**config.mk**
```make
export PLATFORM = sky130hd
export DESIGN_NAME = fetch_prefetch_queue
export DESIGN_NICKNAME = d
export VERILOG_FILES = /design/src/rtl/fetch_prefetch_queue.sv
export SDC_FILE = /design/constraint.sdc
export NUM_CORES = 1
export LEC_CHECK = 0
export BUFFER_PORTS_ARGS = -buffer_cell sky130_fd_sc_hd__buf_2
export CORE_MARGIN = 3
export CORE_UTILIZATION = 50
export DETAILED_ROUTE_END_ITERATION = 8
export GPL_ROUTABILITY_DRIVEN = 0
export GPL_TIMING_DRIVEN = 0
export PLACE_DENSITY = 0.73
export SYNTH_ARGS = -nofsm -noshare
export SYNTH_HDL_FRONTEND = slang
export SYNTH_SLANG_ARGS = --single-unit
```
**constraint.sdc**
```tcl
create_clock -name clk -period 5.77 [get_ports clk]
set_input_delay 1.154 -clock clk [delete_from_list [all_inputs] [get_ports clk]]
set_output_delay 1.154 -clock clk [all_outputs]
set_load 0.03 [all_outputs]
```
**src/rtl/fetch_prefetch_queue.sv**
```systemverilog
// Sequential instruction prefetcher: one outstanding req/ack fetch feeding a DEPTH-entry FIFO,
// flushed and restarted by redirect. Define PREFETCH_PERF_EN to add the stall_count output.
module fetch_prefetch_queue #(
    parameter int unsigned DEPTH    = 4,
    parameter logic [31:0] RESET_PC = 32'h0000_0000
) (
    input  logic                   clk,
    input  logic                   rst,
    output logic                   mem_req,
    output logic [31:0]            mem_addr,
    input  logic                   mem_ack,
    input  logic [31:0]            mem_rdata,
    input  logic                   redirect,
    input  logic [31:0]            redirect_pc,
    output logic                   instr_valid,
    output logic [31:0]            instr,
    output logic [31:0]            instr_pc,
    input  logic                   instr_ready,
    output logic [$clog2(DEPTH):0] queue_count
`ifdef PREFETCH_PERF_EN
    ,
    output logic [31:0]            stall_count
`endif
);

    localparam int unsigned AW = $clog2(DEPTH);
    localparam int unsigned CW = AW + 1;
    localparam logic [AW-1:0] PTR_ONE = AW'(1);
    localparam logic [CW-1:0] CNT_ONE = CW'(1);
    localparam logic [CW-1:0] DEPTH_C = CW'(DEPTH);

    typedef enum logic {
        ST_IDLE = 1'b0,
        ST_REQ  = 1'b1
    } state_t;

    state_t        state_q;
    logic [31:0]   fetch_pc_q;
    logic          discard_q;
    logic          mem_req_q;
    logic [31:0]   mem_addr_q;
    logic [31:0]   instr_q, instr_d;
    logic [31:0]   instr_pc_q, instr_pc_d;
    logic [AW-1:0] wr_ptr_q, wr_ptr_d;
    logic [AW-1:0] rd_ptr_q, rd_ptr_d;
    logic [CW-1:0] count_q, count_d;
    logic [31:0]   fifo_instr_q [DEPTH];
    logic [31:0]   fifo_pc_q    [DEPTH];

    logic          push_s;
    logic          pop_s;
    logic [31:0]   target_pc_s;
    logic [31:0]   next_pc_s;

    // A late ack while IDLE belongs to an abandoned request and is ignored.
    assign push_s      = mem_ack & (state_q == ST_REQ) & ~discard_q & ~redirect;
    assign pop_s       = (count_q != {CW{1'b0}}) & instr_ready & ~redirect;
    assign target_pc_s = redirect_pc & 32'hFFFF_FFFC;

    // Address of the following request once the current one is acked.
    always_comb begin
        next_pc_s = fetch_pc_q + 32'd4;
        if (redirect) begin
            next_pc_s = target_pc_s;
        end else if (discard_q) begin
            next_pc_s = fetch_pc_q;
        end else begin
            next_pc_s = fetch_pc_q + 32'd4;
        end
    end

    // Queue pointer and occupancy update; redirect empties the queue.
    always_comb begin
        wr_ptr_d = wr_ptr_q;
        rd_ptr_d = rd_ptr_q;
        count_d  = count_q;
        if (redirect) begin
            wr_ptr_d = {AW{1'b0}};
            rd_ptr_d = {AW{1'b0}};
            count_d  = {CW{1'b0}};
        end else begin
            if (push_s) begin
                wr_ptr_d = wr_ptr_q + PTR_ONE;
            end else begin
                wr_ptr_d = wr_ptr_q;
            end
            if (pop_s) begin
                rd_ptr_d = rd_ptr_q + PTR_ONE;
            end else begin
                rd_ptr_d = rd_ptr_q;
            end
            case ({push_s, pop_s})
                2'b10:   count_d = count_q + CNT_ONE;
                2'b01:   count_d = count_q - CNT_ONE;
                default: count_d = count_q;
            endcase
        end
    end

    // Next head word; the word being pushed bypasses storage when it becomes the head.
    always_comb begin
        instr_d    = instr_q;
        instr_pc_d = instr_pc_q;
        if (count_d != {CW{1'b0}}) begin
            if (push_s && (wr_ptr_q == rd_ptr_d)) begin
                instr_d    = mem_rdata;
                instr_pc_d = mem_addr_q;
            end else begin
                instr_d    = fifo_instr_q[rd_ptr_d];
                instr_pc_d = fifo_pc_q[rd_ptr_d];
            end
        end else begin
            instr_d    = instr_q;
            instr_pc_d = instr_pc_q;
        end
    end

    // FIFO storage, written at the tail on every accepted return.
    always_ff @(posedge clk) begin
        if (push_s) begin
            fifo_instr_q[wr_ptr_q] <= mem_rdata;
            fifo_pc_q[wr_ptr_q]    <= mem_addr_q;
        end
    end

    // Queue state and registered head outputs.
    always_ff @(posedge clk or posedge rst) begin
        if (rst) begin
            wr_ptr_q   <= {AW{1'b0}};
            rd_ptr_q   <= {AW{1'b0}};
            count_q    <= {CW{1'b0}};
            instr_q    <= 32'h0000_0000;
            instr_pc_q <= 32'h0000_0000;
        end else begin
            wr_ptr_q   <= wr_ptr_d;
            rd_ptr_q   <= rd_ptr_d;
            count_q    <= count_d;
            instr_q    <= instr_d;
            instr_pc_q <= instr_pc_d;
        end
    end

    // Fetch FSM: space is judged on next-cycle occupancy, so the in-flight word is always covered.
    always_ff @(posedge clk or posedge rst) begin
        if (rst) begin
            state_q    <= ST_IDLE;
            fetch_pc_q <= RESET_PC;
            discard_q  <= 1'b0;
            mem_req_q  <= 1'b0;
            mem_addr_q <= RESET_PC;
        end else begin
            case (state_q)
                ST_IDLE: begin
                    if (redirect) begin
                        fetch_pc_q <= target_pc_s;
                    end
                    if (count_d < DEPTH_C) begin
                        state_q    <= ST_REQ;
                        mem_req_q  <= 1'b1;
                        mem_addr_q <= redirect ? target_pc_s : fetch_pc_q;
                    end
                end
                ST_REQ: begin
                    if (mem_ack) begin
                        discard_q  <= 1'b0;
                        fetch_pc_q <= next_pc_s;
                        if (count_d < DEPTH_C) begin
                            mem_addr_q <= next_pc_s;
                        end else begin
                            state_q   <= ST_IDLE;
                            mem_req_q <= 1'b0;
                        end
                    end else if (redirect) begin
                        fetch_pc_q <= target_pc_s;
                        discard_q  <= 1'b1;
                    end
                end
                default: begin
                    state_q   <= ST_IDLE;
                    mem_req_q <= 1'b0;
                end
            endcase
        end
    end

    assign mem_req     = mem_req_q;
    assign mem_addr    = mem_addr_q;
    assign instr_valid = (count_q != {CW{1'b0}});
    assign instr       = instr_q;
    assign instr_pc    = instr_pc_q;
    assign queue_count = count_q;

`ifdef PREFETCH_PERF_EN
    logic [31:0] stall_q;

    // Saturating count of cycles where the consumer waits on an empty queue.
    always_ff @(posedge clk or posedge rst) begin
        if (rst) begin
            stall_q <= 32'h0000_0000;
        end else if (instr_ready && (count_q == {CW{1'b0}}) && !redirect &&
                     (stall_q != 32'hFFFF_FFFF)) begin
            stall_q <= stall_q + 32'd1;
        end
    end

    assign stall_count = stall_q;
`endif

endmodule

```
==> impl_metrics.ini, run 1 <==
[status]
run_status = completed

[floorplan]
die_h_um = 189
die_w_um = 189
rows = 66
core_region_area_sq_um = 32700
start_util_pct = 51.0
die_area_sq_um = 35600
io_pins = 170

[critical_path]
cpMostUsedCell = clkbuf_1
startpoint_type = input pin
crit_fanout = 10
critical_path_class = in2reg
crit_path_cell_trace = clkbuf_1 -> buf_2 -> buf_2 -> buf_1 -> nor2_1 -> ha_1 -> fa_1 -> xnor2_1 -> or3_1 -> a41oi_1 -> clkbuf_1 -> clkbuf_1 -> nor2_1 -> a31oi_1
cp.buffers_inverters = 6
crit_slowest_cell = clkbuf_1
required_ns = 6.21
critPathMaxStageDelay_ns = 0.65
r2r_start = state_q
crit_path_end_kind = flip-flop
cp.arrival_ns = 5.83
worst_path_dominant_cell_family = buffers and inverters
startpoint = redirect

[timing]
slew_headroom_pct = 44.6
hold_viol = 0
max_freq_ghz = 0.186
setup_viol = 0
fin_crit_sh_pct = 93.4
tns_ns = 0
rsz0062_at_grt = no
min_period_ns = 5.39
worstMarginPinSlew_ns = 0.825
slew_violations = 0
clock_skew_ns = 0.0142

[worst_hold_path]
hold_start = fetch_pc_q[31]
hold_class = reg2reg

[power]
seq_power_share_pct = 46.7
p_leak_nw = 7.31
ir_worst_vdd_uv = 214
p_int_w = 0.00530
switching_power_w = 0.00244
swShare_pct = 31.5
p_per_area_nw_per_um2 = 398
combinationalPowerShare_pct = 21.0
clkPwrFrac_pct = 32.3

[synth]
yosys-top-cells-area = edfxtp_1, dfrtp_1, nand2_1, a311o_1, mux2i_1
ys_seq_area_share_pct = 66.9
ys_warn_count = 0
ys_ff_latch = 394
async_flop_share_pct = 35.0
synth.distinct_cells = 47
synth_edf_count = 256
syn_avg_cell_area_sq_um = 12.6
syn-num-nets = 1400
synth-main-ff-cell = edfxtp_1
synth_area_leader_cell = edfxtp_1
synth_top_area_share_pct = 46.1
synth_cells = 1322
syn_area_sq_um = 16700

[global_route]
grt_pass1_wl_um = 66100
track_usage_pct = 23.6
grt_pass1_vias = 11800
overflow = 0
grt_start_max_net_pins = 72
antenna_found_initial = 0

[clock_network]
clk-insertion-delay-late_ns = 0.53
cts_setup_buffers = 0
clkTransAtPathRegs_ns = 0.06
ctsHoldBuffers = 0
cts_root_buffer = clkbuf_16
cts_buffers = 40
cts.sinks = 394
post_cts_resized = 0
htree_levels = 2
clockBufferDepth = 3
cts_tree = yes

[drt]
vias = 11600
drt-vias-per-instance = 5.80
wl_per_cell_um = 21.2
top_layer_used = met4
antenna_left = 0
wl_met2_um = 20200
met1_length_um = 18000
routed_wl_um = 42500
drtIter0Drc = 1005
drc = 0
dr.pass1.iters = 5
wl_met3_um = 3080

[finish]
final_nets = 1612
area_growth_pct = 16.7
final_cell_area_sq_um = 19400
drive_gt1_share_pct = 19.3
layout_common_cells = edfxtp_1, nand2_1, buf_2, dfrtp_1, nor2_1
layout_commonest_cell = edfxtp_1

[placed_design]
numPortBuffers = 165
place_area_sq_um = 18200
dp_hpwl_um = 27700

[flow_run]
cap_violations = 0
## power by group through the flow
stage                     Sequential (W)  Combinational, W  Clock (W)
after floorplan                  0.00410          0.000598          0
after global placement           0.00365           0.00160          0
after detailed placement         0.00367           0.00163          0
after CTS                        0.00361           0.00164    0.00254
after global routing             0.00365           0.00174    0.00265
final                            0.00361           0.00163    0.00250
## registers in the layout (all words and copies together), names as in the netlist
name          flops
fifo_instr_q    128
fetch_pc_q       32
fifo_pc_q       128
instr            32
queue_count       3
state_q           1
instr_pc         32
discard_q         1
mem_req           1
mem_addr         32
rd_ptr_q          2
wr_ptr_q          2
## kinds of logic (layout without fill, tap and decap cells)
kind of cell               count (synthesis)  count (layout)  share of synthesized area [%]
muxes                                     83              83                           5.22
AOI/OAI and AO/OA                        248             248                           11.1
DFF                                      394             394                           66.9
buffers and inverters                     99             343                           2.59
adders and majority gates                  9               9                          0.721
xor gates and xnor gates                   8               8                          0.421
other                                      0               1                              0
and+or+nand+nor                          481             481                           13.1
## per-stage QoR
step	total power, W	util (%)	worst slack (ns)	std cells	hold WS, ns
4_1_cts	0.00779	59.5	0.425	2008	0.473
5_1_grt	0.00804	59.5	0.143	2008	0.506
2_1_floorplan	0.00470	-	0.920	1322	0.436
3_3_place_gp	0.00525	55.2	-1.06	1929	0.453
3_5_place_dp	0.00530	55.6	-0.0462	1934	0.465
6_report	0.00774	59.5	0.382	2009	0.471
## cell type report
type                    count  area [sq um]
clock inverters            25           196
inverters                  13          53.8
flip-flops and latches    394         11100
diodes                      1          2.50
clock buffers              49          1060
fillers                  2664         13300
plain buffers              86           383
well taps                 442           553
multi-input cells         829          5100
repair buffers            170           963
## synth_stat cells (2+ instances only)
master,count
a211oi_1,64
a21oi_1,9
a22o_1,2
a311o_1,64
a31oi_1,68
and2_1,7
and3_1,9
and4_1,3
buf_1,2
buf_2,29
buf_4,6
clkbuf_1,48
dfrtp_1,138
edfxtp_1,256
ha_1,8
inv_1,13
mux2_2,30
mux2i_1,52
nand2_1,252
nand3_1,19
nand4_1,10
nor2_1,89
nor2b_1,69
nor3_1,6
nor4_1,3
nor4_2,3
o21ai_0,24
o21ai_1,7
o31ai_1,4
or3_1,4
or4_1,2
xnor2_1,5
xor2_1,3
## per-layer routing
layer | track usage (%) | vias up
met5 | 0 | -
met4 | 7.85 | 0
met3 | 3.61 | 77
met2 | 38.6 | 479
met1 | 32.8 | 5765
li1 | - | 5328
## worst paths after layout
check	cells past startpoint	slack, ns	endpoint
setup reg to reg	13	1.37	instr[9]
hold reg to reg	1	0.47	fetch_pc_q[31]
min in group asynchronous	2	0.74	fetch_pc_q[16]
max in group asynchronous	3	4.20	instr_pc[0]
setup / recovery	14	0.38	instr[9]
hold / removal	1	0.47	fetch_pc_q[31]
No activity file was read; power rests on OpenSTA's default activity.
==> run 2: changes to the inputs <==
ABC_AREA = 1   (was not set)
==> impl_metrics.ini, run 2 <==
[status]
run_status = completed

[synth]
synth_xor_area_share_pct = 0
syn_area_sq_um = 18100
yosys.area_share.simple_pct = 26.8
ys_warn_count = 0
synth_edf_count = 256
ys_seq_area_share_pct = 61.6
async_flop_share_pct = 35.0
synth_compound_area_share_pct = 4.18
synth_fa_ha_area_share_pct = 0.665
synth_mux_area_share_pct = 0
ys_top_cells_by_count = nand2_1, nand3_1, edfxtp_1
synth-main-ff-cell = edfxtp_1
yosys-top-cells-area = edfxtp_1, dfrtp_1, nand2_1, nand3_1, nand4_1
synth_cells = 1907
synth.distinct_cells = 38
ys_ff_latch = 394
synth.most_common_cell = nand2_1
synth_top_area_share_pct = 42.5
syn_avg_cell_area_sq_um = 9.48
synth_area_leader_cell = edfxtp_1
synth_top_family_by_area = simple AND/OR/NAND/NOR gates
syn-num-nets = 1985

[floorplan]
io_pins = 170
rows = 68
die_area_sq_um = 38500
start_util_pct = 51.6
die_w_um = 196
die_h_um = 196
core_region_area_sq_um = 35100

[timing]
setup_viol = 0
slew_violations = 0
max_freq_ghz = 0.215
min_period_ns = 4.64
clock_skew_ns = 0.0186
hold_ws_ns = 0.472
tns_ns = 0
hold_viol = 0
worstMarginPinSlew_ns = 0.763
fin_crit_sh_pct = 80.5
slew_headroom_pct = 49.2
rsz0062_at_grt = no

[critical_path]
crit_fanout = 10
critical_path_class = in2reg
cp.arrival_ns = 5.10
startpoint_type = input pin
required_ns = 6.22
ff2ff_setup_slack_ns = 1.67
crit_path_end_kind = flip-flop

[drt]
wl_per_cell_um = 20.0
drt-vias-per-instance = 5.77
vias = 15100
antenna_left = 0
routed_wl_um = 52300
drtIter0Drc = 1491
wl_met3_um = 5500
wl_met2_um = 24600
drc = 0
met1_length_um = 20600
top_layer_used = met4
dr.pass1.iters = 6

[finish]
area_growth_pct = 17.1
antennaDiodeCount = 0
final_cell_area_sq_um = 21200
drive_gt1_share_pct = 17.0
reg_top3 = fifo_instr_q x128, fifo_pc_q x128
layout_common_cells = nand2_1, nand3_1, buf_2, edfxtp_1, inv_1
final_nets = 2206
layout_commonest_cell = nand2_1

[clock_network]
cts_setup_buffers = 0
clk-insertion-delay-late_ns = 0.54
ctsHoldBuffers = 0
cts.sinks = 394
cts_buffers = 42
htree_levels = 2
post_cts_resized = 0
clkTransAtPathRegs_ns = 0.06
cts_root_buffer = clkbuf_16
cts_tree = yes
clockBufferDepth = 3

[power]
p_leak_nw = 9.42
p_per_area_nw_per_um2 = 396
power_w = 0.00839
ir_worst_vdd_uv = 317

[flow_run]
cap_violations = 0

[placed_design]
numPortBuffers = 167
dp_hpwl_um = 35600
place_area_sq_um = 19700

[global_route]
grt_pass1_vias = 14800
grt_pass1_wl_um = 81600
overflow = 0
antenna_found_initial = 0
grt_start_max_net_pins = 88
track_usage_pct = 26.8

[worst_hold_path]
hold_class = reg2reg
==> run 2: layout make-up <==
class | count | area [sq um]
Fill cell | 2894 | 13900
Inverter | 150 | 569
Multi-Input combinational cell | 1235 | 5750
Tap cell | 455 | 569
Clock buffer | 64 | 1250
Timing Repair Buffer | 177 | 1070
Clock inverter | 14 | 179
Buffer | 128 | 648
Sequential cell | 394 | 11100
==> run 2: cell families after synthesis <==
logic type,count (synthesis)
AND/OR/NAND/NOR,1086
flip-flops,394
buffers and inverters,278
AO/OA/AOI/OAI,140
adder cells (fa/ha/maj),9
==> run 2: path summary, 6_finish.rpt <==
path	start	endpoint	cells after the start
min	instr[19]	instr[19]	2
max	redirect	mem_addr[7]	15
min reg2reg	instr[19]	instr[19]	2
max in group asynchronous	rst	instr[8]	3
max reg2reg	state_q	mem_addr[7]	14
min in group asynchronous	rst	fetch_pc_q[28]	2
==> run 2: layer usage <==
layer	global-route usage, %	vias to the layer above
met1	37.0	7143
li1	-	6978
met4	9.61	0
met2	43.4	838
met3	4.31	129
met5	0	-
==> run 2: critical path, stage by stage <==
cell,delay (ns)
buf_2,0.22
buf_2,0.27
buf_2,0.34
nor2_1,0.11
ha_1,0.25
fa_1,0.39
o21a_1,0.21
or2_2,0.27
nand3_1,0.10
inv_1,0.14
ha_1,0.22
nor3_1,0.41
clkbuf_1,0.58
o211ai_1,0.29
o21ai_1,0.14
==> run 2: through the flow <==
stage	util, %	setup WS [ns]	cells
after global placement	55.6	-1.17	2529
after floorplan	-	0.920	1907
final	60.4	1.13	2617
after detailed placement	56.3	0.703	2539
after CTS	60.4	1.24	2617
after global routing	60.4	0.915	2617
==> run 2: power by group <==
group | switching [W] | internal (W)
clock network | 0.00110 | 0.00168
logic | 0.00145 | 0.000545
registers | 0.000246 | 0.00337
==> run 3: changes to the inputs <==
ABC_AREA = 0   (was 1)
PLACE_DENSITY = 0.76   (was 0.73)
clock period = 4.17 ns   (was 5.77 ns; I/O delays follow)
==> impl_metrics.ini, run 3 (synthesis results as in run 1) <==
[timing]
worstMarginPinSlew_ns = 0.745
slew_violations = 0
max_freq_ghz = 0.245
setup_viol = 0
fin_ws_ns = 0.0958
min_period_ns = 4.07
hold_ws_ns = 0.389
clock_skew_ns = 0.0261
slew_headroom_pct = 49.9
fin_crit_sh_pct = 97.7
hold_viol = 0

[finish]
reg_top3 = fifo_instr_q x128, fifo_pc_q x128
final_cell_area_sq_um = 19600
seq_area_sq_um = 11100
multiInputGateArea_sq_um = 5110
area_growth_pct = 17.5
final_nets = 1617
nFillCells = 2627
layout_common_cells = edfxtp_1, nand2_1, buf_2, dfrtp_1, nor2_1
drive_gt1_share_pct = 21.1
layout_commonest_cell = edfxtp_1

[clock_network]
cts_root_buffer = clkbuf_16
clockBufferDepth = 3
clkTransAtPathRegs_ns = 0.06
htree_levels = 2
cts_tree = yes
clk-insertion-delay-late_ns = 0.54
cts_buffers = 42
cts.sinks = 394

[global_route]
antenna_found_initial = 1
grt_start_max_net_pins = 51
grt_pass1_vias = 11800
track_usage_pct = 23.4
grt_pass1_wl_um = 65500
overflow = 0

[critical_path]
worst_path_dominant_cell_family = buffers and inverters
crit_fanout = 10
r2r_start = state_q
crit_path_end_kind = flip-flop
critical_path_class = in2reg
critPathMaxStageDelay_ns = 0.40
crit_end = instr_pc[16]
path_depth = 14
startpoint_type = input pin
cp.buffers_inverters = 6
startpoint = redirect
crit_path_cell_trace = clkbuf_2 -> clkbuf_4 -> buf_4 -> buf_2 -> nor2_1 -> ha_1 -> fa_1 -> xnor2_1 -> or3_1 -> a41oi_1 -> clkbuf_4 -> clkbuf_2 -> nor2_1 -> a31oi_1
worst-r2r-cell-count = 13
cp.arrival_ns = 4.51
ff2ff_setup_slack_ns = 0.30
r2r_end = instr_pc[16]
required_ns = 4.60
crit_slowest_cell = fa_1

[power]
ir_worst_vdd_uv = 322
p_per_area_nw_per_um2 = 550
power_w = 0.0108
p_leak_nw = 7.41

[placed_design]
place_ws_ns = -1.23
place_area_sq_um = 18200
dp_hpwl_um = 27900
numPortBuffers = 165

[flow_run]
cap_violations = 0

[drt]
antenna_left = 0
drc = 0
vias = 11700
routed_wl_um = 42000
drtIter0Drc = 942
dr.pass1.iters = 5
drt-vias-per-instance = 5.80
wl_per_cell_um = 20.8

[floorplan]
core_region_area_sq_um = 32700
rows = 66
start_util_pct = 51.0
io_pins = 170
die_area_sq_um = 35600
die_h_um = 189
die_w_um = 189

[worst_hold_path]
hold_class = in2async

[status]
run_status = completed
[run 3: cell types whose count changed in the layout (fill, tap and decap cells not counted), moves of 60 or more]
| cell | previous run | this run |
|---|---|---|
| nand2_1 | 583 | 252 |
| nor2b_1 | 0 | 69 |
| a31oi_1 | 1 | 68 |
| buf_2 | 262 | 193 |
| inv_1 | 141 | 12 |
| a211oi_1 | 0 | 64 |
| a311o_1 | 0 | 64 |
| nand3_1 | 290 | 19 |
| nand4_1 | 135 | 10 |
| o21ai_0 | 84 | 24 |
[run 3: where the power goes]
part | internal, W | switching (W) | leakage, nW | total (W)
logic | 0.000711 | 0.00155 | 2.84 | 0.00226
clock network | 0.00203 | 0.00148 | 0.634 | 0.00350
registers | 0.00465 | 0.000369 | 3.94 | 0.00502
total | 0.00739 | 0.00339 | 7.41 | 0.0108
[run 3: final cells by class]
class,count,share of cell area (%)
sequential,394,56.9
timing repair buffer,173,5.15
tap,442,2.82
multi-input combinational,829,26.1
clock inverter,15,0.639
inverter,13,0.268
antenna,1,0.0128
buffer,86,2.13
clock buffer,62,6.00
[run 3: through the flow]
| stage | utilization (%) | setup TNS (ns) | instances |
|---|---|---|---|
| after floorplan | - | 0 | 1322 |
| after global placement | 55.2 | -244.89 | 1929 |
| after detailed placement | 55.8 | -94.60 | 1937 |
| after CTS | 59.8 | 0 | 2014 |
| after global routing | 59.9 | -0.0577 | 2015 |
| final | 59.9 | 0 | 2015 |
[run 3: worst reg2reg max path: cells and delay by family, from the launching register on]
family | cells | cell delay (ns)
AOI/OAI and AO/OA | 2 | 0.59
xor gates and xnor gates | 1 | 0.16
and+or+nand+nor | 4 | 1.06
buffers and inverters | 4 | 1.00
DFF | 1 | 0.34
adders and majority gates | 2 | 0.65
[run 3: worst min-delay path by stage]
stage	start	to	slack [ns]	cells after the start
2_1_floorplan	fetch_pc_q[31]	fetch_pc_q[31]	0.44	1
3_3_place_gp	fetch_pc_q[31]	fetch_pc_q[31]	0.45	1
3_5_place_dp	fetch_pc_q[31]	fetch_pc_q[31]	0.46	1
4_1_cts	rst	instr[12]	0.40	2
5_1_grt	rst	instr[12]	0.43	2
6_report	rst	instr[12]	0.39	2
[run 3: what timing repair did]
action,4_1_cts,5_1_grt
buffers inserted,0,0
endpoints found under the setup margin,95,66
endpoints found under the hold margin,0,0
gates resized for setup,16,11
hold buffers,0,0
[run 3: routing by layer]
metal / routed length, um / global-route usage, % / up-vias
li1: - / - / 5347
met4: 1160 / 7.28 / 0
met2: 20200 / 38.2 / 489
met5: 0 / 0 / -
met1: 17300 / 32.4 / 5781
met3: 3310 / 4.20 / 80
